`src/rtl/alu_pkg.sv`:
```
// alu_pkg: opcode and FSM state encodings shared by alu_mdu and its iterative engine.
// Latency and backpressure: n/a (types and helpers only).
package alu_pkg;

    typedef enum logic [4:0] {
        OP_ADD      = 5'd0,
        OP_SUB      = 5'd1,
        OP_AND      = 5'd2,
        OP_OR       = 5'd3,
        OP_XOR      = 5'd4,
        OP_SLL      = 5'd5,
        OP_SRL      = 5'd6,
        OP_SRA      = 5'd7,
        OP_SLT      = 5'd8,
        OP_SLTU     = 5'd9,
        OP_LUI      = 5'd10,
        OP_AUIPC    = 5'd11,
        OP_OUT_ZERO = 5'd12,
        OP_OUT_ONE  = 5'd13,
        OP_MUL      = 5'd16,
        OP_MULH     = 5'd17,
        OP_MULHSU   = 5'd18,
        OP_MULHU    = 5'd19,
        OP_DIV      = 5'd20,
        OP_DIVU     = 5'd21,
        OP_REM      = 5'd22,
        OP_REMU     = 5'd23
    } alu_op_t;

    typedef enum logic [2:0] {
        ST_IDLE = 3'd0,
        ST_MUL  = 3'd1,
        ST_DIV  = 3'd2,
        ST_FIX  = 3'd3,
        ST_DONE = 3'd4
    } state_t;

    localparam int IMM_SHIFT = 12;

    function automatic logic is_muldiv(input alu_op_t op);
        return op inside {OP_MUL, OP_MULH, OP_MULHSU, OP_MULHU,
                          OP_DIV, OP_DIVU, OP_REM, OP_REMU};
    endfunction

    function automatic logic is_div_op(input alu_op_t op);
        return op inside {OP_DIV, OP_DIVU, OP_REM, OP_REMU};
    endfunction

endpackage

```
`src/rtl/alu_mdu_iter.sv`:
```
// alu_mdu_iter: one-bit-per-cycle shift-add multiplier / restoring divider on magnitudes (divider only with ALU_MDU_DIV_EN).
// Latency XLEN cycles after i_start; o_done marks the final step; no backpressure, the owner samples o_hi/o_lo afterwards.
module alu_mdu_iter
    import alu_pkg::*;
#(
    parameter int XLEN = 32
) (
    input  logic            clk,
    input  logic            rst,
    input  logic            i_flush,
    input  logic            i_start,
`ifdef ALU_MDU_DIV_EN
    input  logic            i_is_div,
`endif
    input  logic [XLEN-1:0] i_mag_a,
    input  logic [XLEN-1:0] i_mag_b,
    output logic            o_done,
    output logic [XLEN-1:0] o_hi,
    output logic [XLEN-1:0] o_lo
);

    localparam int CNT_W = $clog2(XLEN);

    logic             r_active;
    logic [CNT_W-1:0] r_cnt;
    logic [XLEN-1:0]  r_hi;
    logic [XLEN-1:0]  r_lo;
    logic [XLEN-1:0]  r_b;
    logic [XLEN:0]    w_mul_sum;
    logic [XLEN-1:0]  w_hi_nxt;
    logic [XLEN-1:0]  w_lo_nxt;

`ifdef ALU_MDU_DIV_EN
    logic             r_is_div;
    logic [XLEN:0]    w_div_shift;
    logic [XLEN:0]    w_div_diff;

    // Remainder in r_hi, dividend shifts out of r_lo while quotient bits shift in.
    assign w_div_shift = {r_hi, r_lo[XLEN-1]};
    assign w_div_diff  = w_div_shift - {1'b0, r_b};
`endif

    // Multiplier in r_lo, partial product accumulates in r_hi and shifts right.
    assign w_mul_sum = {1'b0, r_hi} + (r_lo[0] ? {1'b0, r_b} : {(XLEN+1){1'b0}});

    always_comb begin
        w_hi_nxt = w_mul_sum[XLEN:1];
        w_lo_nxt = {w_mul_sum[0], r_lo[XLEN-1:1]};
`ifdef ALU_MDU_DIV_EN
        if (r_is_div) begin
            if (!w_div_diff[XLEN]) begin
                w_hi_nxt = w_div_diff[XLEN-1:0];
                w_lo_nxt = {r_lo[XLEN-2:0], 1'b1};
            end else begin
                w_hi_nxt = w_div_shift[XLEN-1:0];
                w_lo_nxt = {r_lo[XLEN-2:0], 1'b0};
            end
        end
`endif
    end

    assign o_done = r_active && (r_cnt == CNT_W'(XLEN-1));
    assign o_hi   = r_hi;
    assign o_lo   = r_lo;

    always_ff @(posedge clk or posedge rst) begin
        if (rst) begin
            r_active <= 1'b0;
            r_cnt    <= '0;
            r_hi     <= '0;
            r_lo     <= '0;
            r_b      <= '0;
`ifdef ALU_MDU_DIV_EN
            r_is_div <= 1'b0;
`endif
        end else if (i_flush) begin
            r_active <= 1'b0;
        end else if (i_start) begin
            r_active <= 1'b1;
            r_cnt    <= '0;
            r_hi     <= '0;
            r_lo     <= i_mag_a;
            r_b      <= i_mag_b;
`ifdef ALU_MDU_DIV_EN
            r_is_div <= i_is_div;
`endif
        end else if (r_active) begin
            r_hi  <= w_hi_nxt;
            r_lo  <= w_lo_nxt;
            r_cnt <= r_cnt + 1'b1;
            if (o_done) begin
                r_active <= 1'b0;
            end
        end
    end

endmodule

```
`src/rtl/alu_mdu.sv`:
```
// alu_mdu: execute-stage ALU plus iterative MUL/DIV; divide datapath only when ALU_MDU_DIV_EN is defined.
// Latency: base ops and divide special cases 1 cycle, MUL*/DIV*/REM* XLEN+2 cycles after accept.
// Backpressure: result held in DONE until out_ready_i; in_ready_o low while iterating or stalled.
module alu_mdu
    import alu_pkg::*;
#(
    parameter  int XLEN    = 32,
    localparam int SHAMT_W = $clog2(XLEN)
) (
    input  logic            clk,
    input  logic            rst,
    input  logic            flush_i,
    input  logic            in_valid_i,
    output logic            in_ready_o,
    input  alu_op_t         alu_op_i,
    input  logic [XLEN-1:0] alu_a_i,
    input  logic [XLEN-1:0] alu_b_i,
    output logic            out_valid_o,
    input  logic            out_ready_i,
    output logic [XLEN-1:0] alu_result_o,
    output logic            busy_o
);

    state_t              r_state;
    state_t              w_state_nxt;
    alu_op_t             r_op;
    logic                r_neg_a;
    logic                r_neg_b;
    logic [XLEN-1:0]     r_result;
    logic                w_ready;
    logic                w_accept;
    logic                w_go_mul;
    logic                w_go_div;
    logic                w_start;
    logic                w_iter_done;
    logic                w_neg_a;
    logic                w_neg_b;
    logic [SHAMT_W-1:0]  w_shamt;
    logic [XLEN-1:0]     w_base;
    logic [XLEN-1:0]     w_mag_a;
    logic [XLEN-1:0]     w_mag_b;
    logic [XLEN-1:0]     w_iter_hi;
    logic [XLEN-1:0]     w_iter_lo;
    logic [XLEN-1:0]     w_fix;
    logic [2*XLEN-1:0]   w_prod;

`ifdef ALU_MDU_DIV_EN
    logic                w_div_zero;
    logic                w_div_ovf;

    assign w_div_zero = (alu_b_i == '0);
    assign w_div_ovf  = (alu_op_i inside {OP_DIV, OP_REM}) &&
                        (alu_a_i == {1'b1, {(XLEN-1){1'b0}}}) && (alu_b_i == '1);
    // Zero divisor and signed overflow resolve at accept and bypass the engine.
    assign w_go_div   = is_div_op(alu_op_i) && !w_div_zero && !w_div_ovf;
`else
    assign w_go_div   = 1'b0;
`endif

    assign w_go_mul = is_muldiv(alu_op_i) && !is_div_op(alu_op_i);
    assign w_start  = w_accept && (w_go_mul || w_go_div);
    assign w_shamt  = alu_b_i[SHAMT_W-1:0];

    always_comb begin
        w_base = '0;
        case (alu_op_i)
            OP_ADD:      w_base = alu_a_i + alu_b_i;
            OP_SUB:      w_base = alu_a_i - alu_b_i;
            OP_AND:      w_base = alu_a_i & alu_b_i;
            OP_OR:       w_base = alu_a_i | alu_b_i;
            OP_XOR:      w_base = alu_a_i ^ alu_b_i;
            OP_SLL:      w_base = alu_a_i << w_shamt;
            OP_SRL:      w_base = alu_a_i >> w_shamt;
            OP_SRA:      w_base = $signed(alu_a_i) >>> w_shamt;
            OP_SLT:      w_base = {{(XLEN-1){1'b0}}, $signed(alu_a_i) < $signed(alu_b_i)};
            OP_SLTU:     w_base = {{(XLEN-1){1'b0}}, alu_a_i < alu_b_i};
            OP_LUI:      w_base = alu_b_i << IMM_SHIFT;
            OP_AUIPC:    w_base = alu_a_i + (alu_b_i << IMM_SHIFT);
            OP_OUT_ZERO: w_base = '0;
            OP_OUT_ONE:  w_base = XLEN'(1);
`ifdef ALU_MDU_DIV_EN
            OP_DIV, OP_DIVU: w_base = w_div_zero ? '1 : alu_a_i;
            OP_REM, OP_REMU: w_base = w_div_zero ? alu_a_i : '0;
`endif
            default:     w_base = '0;
        endcase
    end

    assign w_neg_a = (alu_op_i inside {OP_MUL, OP_MULH, OP_MULHSU, OP_DIV, OP_REM}) && alu_a_i[XLEN-1];
    assign w_neg_b = (alu_op_i inside {OP_MUL, OP_MULH, OP_DIV, OP_REM}) && alu_b_i[XLEN-1];
    assign w_mag_a = w_neg_a ? -alu_a_i : alu_a_i;
    assign w_mag_b = w_neg_b ? -alu_b_i : alu_b_i;

    alu_mdu_iter #(
        .XLEN (XLEN)
    ) u_iter (
        .clk      (clk),
        .rst      (rst),
        .i_flush  (flush_i),
        .i_start  (w_start),
`ifdef ALU_MDU_DIV_EN
        .i_is_div (w_go_div),
`endif
        .i_mag_a  (w_mag_a),
        .i_mag_b  (w_mag_b),
        .o_done   (w_iter_done),
        .o_hi     (w_iter_hi),
        .o_lo     (w_iter_lo)
    );

    // Negating the full {hi,lo} also yields the negated quotient in the low half.
    assign w_prod = (r_neg_a ^ r_neg_b) ? -{w_iter_hi, w_iter_lo} : {w_iter_hi, w_iter_lo};

    always_comb begin
        w_fix = '0;
        case (r_op)
            OP_MUL:                       w_fix = w_prod[XLEN-1:0];
            OP_MULH, OP_MULHSU, OP_MULHU: w_fix = w_prod[2*XLEN-1:XLEN];
`ifdef ALU_MDU_DIV_EN
            OP_DIV, OP_DIVU:              w_fix = w_prod[XLEN-1:0];
            OP_REM, OP_REMU:              w_fix = r_neg_a ? -w_iter_hi : w_iter_hi;
`endif
            default:                      w_fix = '0;
        endcase
    end

    always_ff @(posedge clk or posedge rst) begin
        if (rst) begin
            r_state <= ST_IDLE;
        end else begin
            r_state <= w_state_nxt;
        end
    end

    always_comb begin
        w_state_nxt = r_state;
        w_ready     = 1'b0;
        case (r_state)
            ST_IDLE: w_ready = 1'b1;
            ST_MUL, ST_DIV: begin
                if (w_iter_done) begin
                    w_state_nxt = ST_FIX;
                end
            end
            ST_FIX:  w_state_nxt = ST_DONE;
            ST_DONE: begin
                w_ready = out_ready_i;
                if (out_ready_i) begin
                    w_state_nxt = ST_IDLE;
                end
            end
            default: w_state_nxt = ST_IDLE;
        endcase
        w_accept = in_valid_i && w_ready && !flush_i;
        if (w_accept) begin
            w_state_nxt = w_go_mul ? ST_MUL : (w_go_div ? ST_DIV : ST_DONE);
        end
        if (flush_i) begin
            w_state_nxt = ST_IDLE;
        end
    end

    always_ff @(posedge clk or posedge rst) begin
        if (rst) begin
            r_op     <= OP_ADD;
            r_neg_a  <= 1'b0;
            r_neg_b  <= 1'b0;
            r_result <= '0;
        end else if (flush_i) begin
            r_result <= '0;
        end else if (w_accept) begin
            r_op    <= alu_op_i;
            r_neg_a <= w_neg_a;
            r_neg_b <= w_neg_b;
            if (!w_go_mul && !w_go_div) begin
                r_result <= w_base;
            end
        end else if (r_state == ST_FIX) begin
            r_result <= w_fix;
        end
    end

    assign in_ready_o   = w_ready;
    assign out_valid_o  = (r_state == ST_DONE);
    assign busy_o       = (r_state == ST_MUL) || (r_state == ST_DIV) || (r_state == ST_FIX);
    assign alu_result_o = r_result;

endmodule

```
`config.mk`:
```
export PLATFORM = sky130hd
export DESIGN_NAME = alu_mdu
export DESIGN_NICKNAME = d
export VERILOG_FILES = /design/src/rtl/alu_pkg.sv /design/src/rtl/alu_mdu_iter.sv /design/src/rtl/alu_mdu.sv
export SDC_FILE = /design/constraint.sdc
export NUM_CORES = 1
export LEC_CHECK = 0
export BUFFER_PORTS_ARGS = -buffer_cell sky130_fd_sc_hd__clkbuf_2
export CORE_MARGIN = 2
export CORE_UTILIZATION = 24
export DETAILED_ROUTE_END_ITERATION = 7
export PLACE_DENSITY = 0.4
export SYNTH_ARGS = -nofsm -noshare
export SYNTH_HDL_FRONTEND = slang
export SYNTH_SLANG_ARGS = --single-unit
```
`constraint.sdc`:
```
create_clock -name clk -period 8.5 [get_ports clk]
set_input_delay 2.55 -clock clk [delete_from_list [all_inputs] [get_ports clk]]
set_output_delay 2.55 -clock clk [all_outputs]
set_load 0.005 [all_outputs]
```
# Word-level counts from Yosys, hierarchy flattened
# Cells that the tools add are included.
# word_totals
regBits	144
latch_bits	0
mem_bits_rw	0
rom_bits	0
inputBits	74
out_inout_bits	35
word_cells	114
mem_count	0
# classes
add_sub_neg	8
n_mul	0
div_mod_pow	0
order_cmp	2
eq_ne	33
n_shift	3
n_mux	27
bitwise_logic	5
n_reduce_logical	26
# op_table
op	n
32-bit one-hot mux with 13 select lines	1
32-bit 2-to-1 mux	11
5-bit equality test, second input constant	13
32-bit adder	2
32-bit < comparator	2
64-bit 2-to-1 mux	1
32-bit negator	2
64-bit negator	1
32-bit one-hot mux with 2 select lines	1
32-bit by 33-bit adder with 33-bit output	1
32-bit bitwise AND	1
32-bit OR	1
32-bit by 5-bit << shifter with 32-bit output	1
32-bit by 5-bit >> shifter with 32-bit output	1
32-bit by 5-bit >>> shifter with 32-bit output	1
32-bit subtractor	1
32-bit XOR	1
5-bit by 4-bit equality test with 1-bit output, second input constant	5
5-bit by 3-bit equality test with 1-bit output, second input constant	4
3-bit 2-to-1 mux	5
3-bit one-hot mux with 4 select lines	1
5-bit by 2-bit equality test with 1-bit output, second input constant	2
5-bit 2-to-1 mux	2
2-bit AND reduction	4
other kinds (25)	39

# Longest topological paths before layout
# logic_depth
word_depth	7
mapped_depth	15
depth_no_buf	13

# Hierarchy
# A second synthesis with hierarchy kept.
# hier_totals
cells_unflattened	2732
area_unflattened_um2	20503.4
# by_module_without_submodules
module	n_inst	cells_per_inst	area_per_inst_um2	seq_area_each_um2
alu_mdu	1	2127	14606.5	1051.0
alu_mdu_iter	1	605	5896.9	2552.4

# Worst setup path after synthesis
# Ideal clock, no wire load.
# synth_path
kind	input port to flip-flop
startpoint	input port alu_b_i[2]
endpoint	register r_result[28], in the netlist alu_result_o[28]
setup_time_ns	0.125
arrival_ns	6.188
t_required_ns	8.375
slack_ns	2.187
stages	15
path_buffers	3
cell_sequence	inv_2 > buf_1 > clkbuf_1 > ha_1 > clkbuf_1 > a211oi_1 > o21ai_0 > a41o_1 > a31o_2 > a41oi_1 > o41ai_1 > a221o_1 > o22ai_1 > o21ai_0 > a2111oi_0
# synth_via
elab_chain_cells	5
elab_cells_between_ends	10
cone_classes	add/sub (3); shift (3); mux (4)
# synth_rtl
item	line_no	text
start: declaration	alu_mdu.sv:17	input logic [XLEN-1:0] alu_b_i,
32-bit adder (tied with other cells)	alu_mdu.sv:78	OP_AUIPC: w_base = alu_a_i + (alu_b_i << IMM_SHIFT);
32-bit one-hot mux with 13 select lines (*)	alu_mdu.sv:66	case (alu_op_i)
32-bit 2-to-1 mux (*)	alu_mdu.sv:175	if (!w_go_mul && !w_go_div) begin
32-bit 2-to-1 mux (*)	alu_mdu.sv:171	end else if (w_accept) begin
32-bit 2-to-1 mux (*)	alu_mdu.sv:169	end else if (flush_i) begin
end signal: assignment	alu_mdu.sv:176	r_result <= w_base;
end signal: assignment	alu_mdu.sv:179	r_result <= w_fix;
end: declaration	alu_mdu.sv:29	logic [XLEN-1:0] r_result;
# Mark *: on every way between the ends. The rest lies on a longest branch, timed or not. The select of a mux whose other input is x is not followed.
# A chain may end at the register's enable or synchronous reset.

# Final worst setup path
# layout_path
startpoint	input port alu_b_i[4]
endpoint	register r_result[28], in the netlist alu_result_o[28]
# The elaborated chain is that of the path after synthesis.

==> run_results.csv <==
group,metric,value,unit
status,outcome,"complete, no violations",
worst_setup_path,reg2reg_from,"u_iter.o_lo[0]",
place,io_buffers,108,
worst_setup_path,worst_path_max_delay_cell,"o41ai_1",
place,place_congestion,0.985,
worst_hold_path,hold_path_depth,2,
timing,fin_skew,0.0154,ns
final_layout,drive_gt1_frac,0.101,
logic_synthesis,synthFlopType,"dfrtp_1",
timing,hold_viol,0,
final_layout,final_util,0.268,
place,dpl_worst_slack,1.69,ns
grt,grt.overflow.total,0,
final_layout,syn_to_final_growth,10.6,%
drt,vias_per_cell,5.80,
worst_setup_path,critPathTopFamily,"compound AO/OA/AOI/OAI gates",
worst_hold_path,holdPathEnd,"u_iter.r_b[10]",
worst_setup_path,r2r_cells,13,
clocking,clockBufferDepth,2,
timing,slew_headroom,0.268,
timing,setup_violations,0,
worst_setup_path,critPathBufInv,4,
drt,drt_first_pass_iters,6,
worst_setup_path,max_stage_delay,0.81,ns
timing,fin_crit_sh,0.757,
drt,wire_per_inst,28.9,um
pwr,ir_worst_vdd,92.1,uV
logic_synthesis,yosysSeqAreaShare,0.174,
timing,slew_viol_final,0,
pwr,power_density,162,nW/um2
timing,fmax,155,MHz
floorplanning,core_region_area,85300,um2
pwr,p_leak,9.37,nW
place,placed_cells,3921,
timing,fin_crit,6.44,ns
final_layout,layout.nets,3042,
clocking,cts_tree,"yes",
timing,timing.hold.ws,0.476,ns
logic_synthesis,synth_edf_count,0,
final_layout,layout_common_cells,"342 x nand2_1, 288 x nor2_1, 249 x a21oi_1",
logic_synthesis,netlist_area,20700,um2
clocking,post_cts_buffers,0,
worst_setup_path,start_kind,"input pin",
logic_synthesis,ys_types,95,
pwr,power,3.71,mW
floorplanning,start_util,0.243,
clocking,cts_resized,0,
worst_hold_path,hold_path.class,"flop to flop",
clocking,postCtsHoldBufs,0,
logic_synthesis,synthesis.nets,3066,
final_layout,instances_no_fill,3956,
drt,routed_wl,114000,um
final_layout,final_area,22900,um2
floorplanning,die_area,88600,um2
worst_setup_path,arrival,6.77,ns
drt,vias,22900,
timing,worst_pin_slew,1.09,ns
worst_setup_path,reg2reg_slack,4.06,ns
clocking,clockRootBuffer,"clkbuf_16",
clocking,clkSinkCount,144,
clocking,clk_latency,0.46,ns
clocking,numCtsBuffers,17,
worst_setup_path,end_kind,"flop",
logic_synthesis,synthArstFlopShare,1.00,
drt,drc,0,
floorplanning,die_x,298,um
worst_setup_path,reg2reg_to,"alu_result_o[26]",
drt,drt_iter0_markers,2406,
grt,antenna_found_initial,8,
logic_synthesis,synthCells,2820,
place,place_area,22300,um2
worst_setup_path,crit_chain,"clkbuf_2 -> buf_4 -> inv_1 -> buf_4 -> ha_1 -> o21ai_0 -> o21ai_0 -> a41o_1 -> a31o_2 -> a41oi_1 -> o41ai_1 -> a221o_1 -> a221o_1 -> o21ai_0 -> a2111oi_0",
timing,fin_setup_tns,0,ns
place,dp_hpwl,89500,um
worst_setup_path,required,8.84,ns
grt,grt_pass1_wl,164000,um
worst_setup_path,path_max_fanout,17,
clocking,htreeDepth,4,
worst_setup_path,crit_path_frequent_cell,"o21ai_0",
timing,grt_setup_unrepaired,"no",
floorplanning,io_pins,109,
final_layout,layout_commonest_cell,"nand2_1",
floorplanning,die_h,298,um
floorplanning,fp-row-count,107,
worst_hold_path,hold_start,"u_iter.r_b[10]",
run,max_cap_violations,0,
drt,drtAntennaViolNets,0,
logic_synthesis,synth-seq-cells,144,
worst_setup_path,crit_type,"input pin to flop",
logic_synthesis,syn-mean-instance-area,7.34,um2
logic_synthesis,ys_warn_count,0,
grt,grt_usage,0.250,
grt,grt_pass1_vias,22100,
clocking,path_clk_slew,0.08,ns
timing,fin_ws,2.06,ns
grt,grt_max_degree,95,
==> cells by family (layout without fill, tap and decap cells) <==
logic type / Yosys count / count (layout) / share of synthesized area
xor gates and xnor gates: 165 / 165 / 0.0699
DFF: 144 / 144 / 0.174
other: 0 / 3 / 0
and+or+nand+nor: 996 / 996 / 0.224
muxes: 101 / 101 / 0.0740
buffers and inverters: 315 / 304 / 0.0615
AOI/OAI and AO/OA: 927 / 927 / 0.291
adders and majority gates: 172 / 172 / 0.105
==> layout make-up <==
| type | instances | area, um2 |
|---|---|---|
| timing repair buffer | 163 | 956 |
| multi-input combinational | 2361 | 15900 |
| fill | 9483 | 62400 |
| sequential | 144 | 3600 |
| antenna | 3 | 7.51 |
| inverter | 109 | 414 |
| clock buffer | 17 | 425 |
| clock inverter | 15 | 141 |
| tap | 1144 | 1430 |
==> Yosys cell counts, drive strengths merged (32+ instances only) <==
master	number	area, um2
nand2	344	1290
nor2	292	1100
a21oi	249	1250
o21ai	206	1030
clkbuf	173	709
ha	168	2100
dfrtp	144	3600
xnor2	117	1020
inv	108	405
nor3	72	377
a31oi	60	375
mux2i	55	551
nand3	49	245
a211oi	48	360
and2	48	300
xor2	48	420
a221oi	43	389
mux4	41	923
o211ai	34	255
buf	32	141
==> worst register-to-register path: cells and delay by family (launching register included) <==
| family | cells | cell delay [ns] |
|---|---|---|
| flip-flops | 1 | 0.37 |
| AO/OA/AOI/OAI | 4 | 1.19 |
| XOR/XNOR | 1 | 0.25 |
| AND/OR/NAND/NOR | 5 | 1.95 |
| buffers and inverters | 2 | 0.35 |
| adder cells (fa/ha/maj) | 1 | 0.20 |
==> worst max path at each step <==
stage                           from          endpoint  cells past startpoint
after global placement    alu_b_i[4]  alu_result_o[28]                     15
after CTS                 alu_b_i[4]  alu_result_o[28]                     15
final                     alu_b_i[4]  alu_result_o[28]                     15
after floorplan                  rst   alu_result_o[0]                      1
after global routing      alu_b_i[4]  alu_result_o[28]                     15
after detailed placement  alu_b_i[4]  alu_result_o[28]                     15
==> power breakdown <==
| part | internal (mW) | switching [mW] |
|---|---|---|
| registers | 0.854 | 0.266 |
| logic | 0.670 | 1.15 |
| clock network | 0.390 | 0.379 |
==> flip-flops by register name (all words and copies together), names as in the netlist, 3 cells and up <==
signal,count
alu_result_o,32
u_iter.o_hi,32
u_iter.o_lo,32
u_iter.r_b,32
r_op,5
u_iter.r_cnt,5
r_state,3
==> layer usage <==
layer | share of wire | GRT usage
met4 | 0.041 | 0.0982
met1 | 0.43 | 0.334
met5 | 0.00011 | 0
met3 | 0.064 | 0.0305
met2 | 0.46 | 0.409
(Power assumes the default switching activity.)
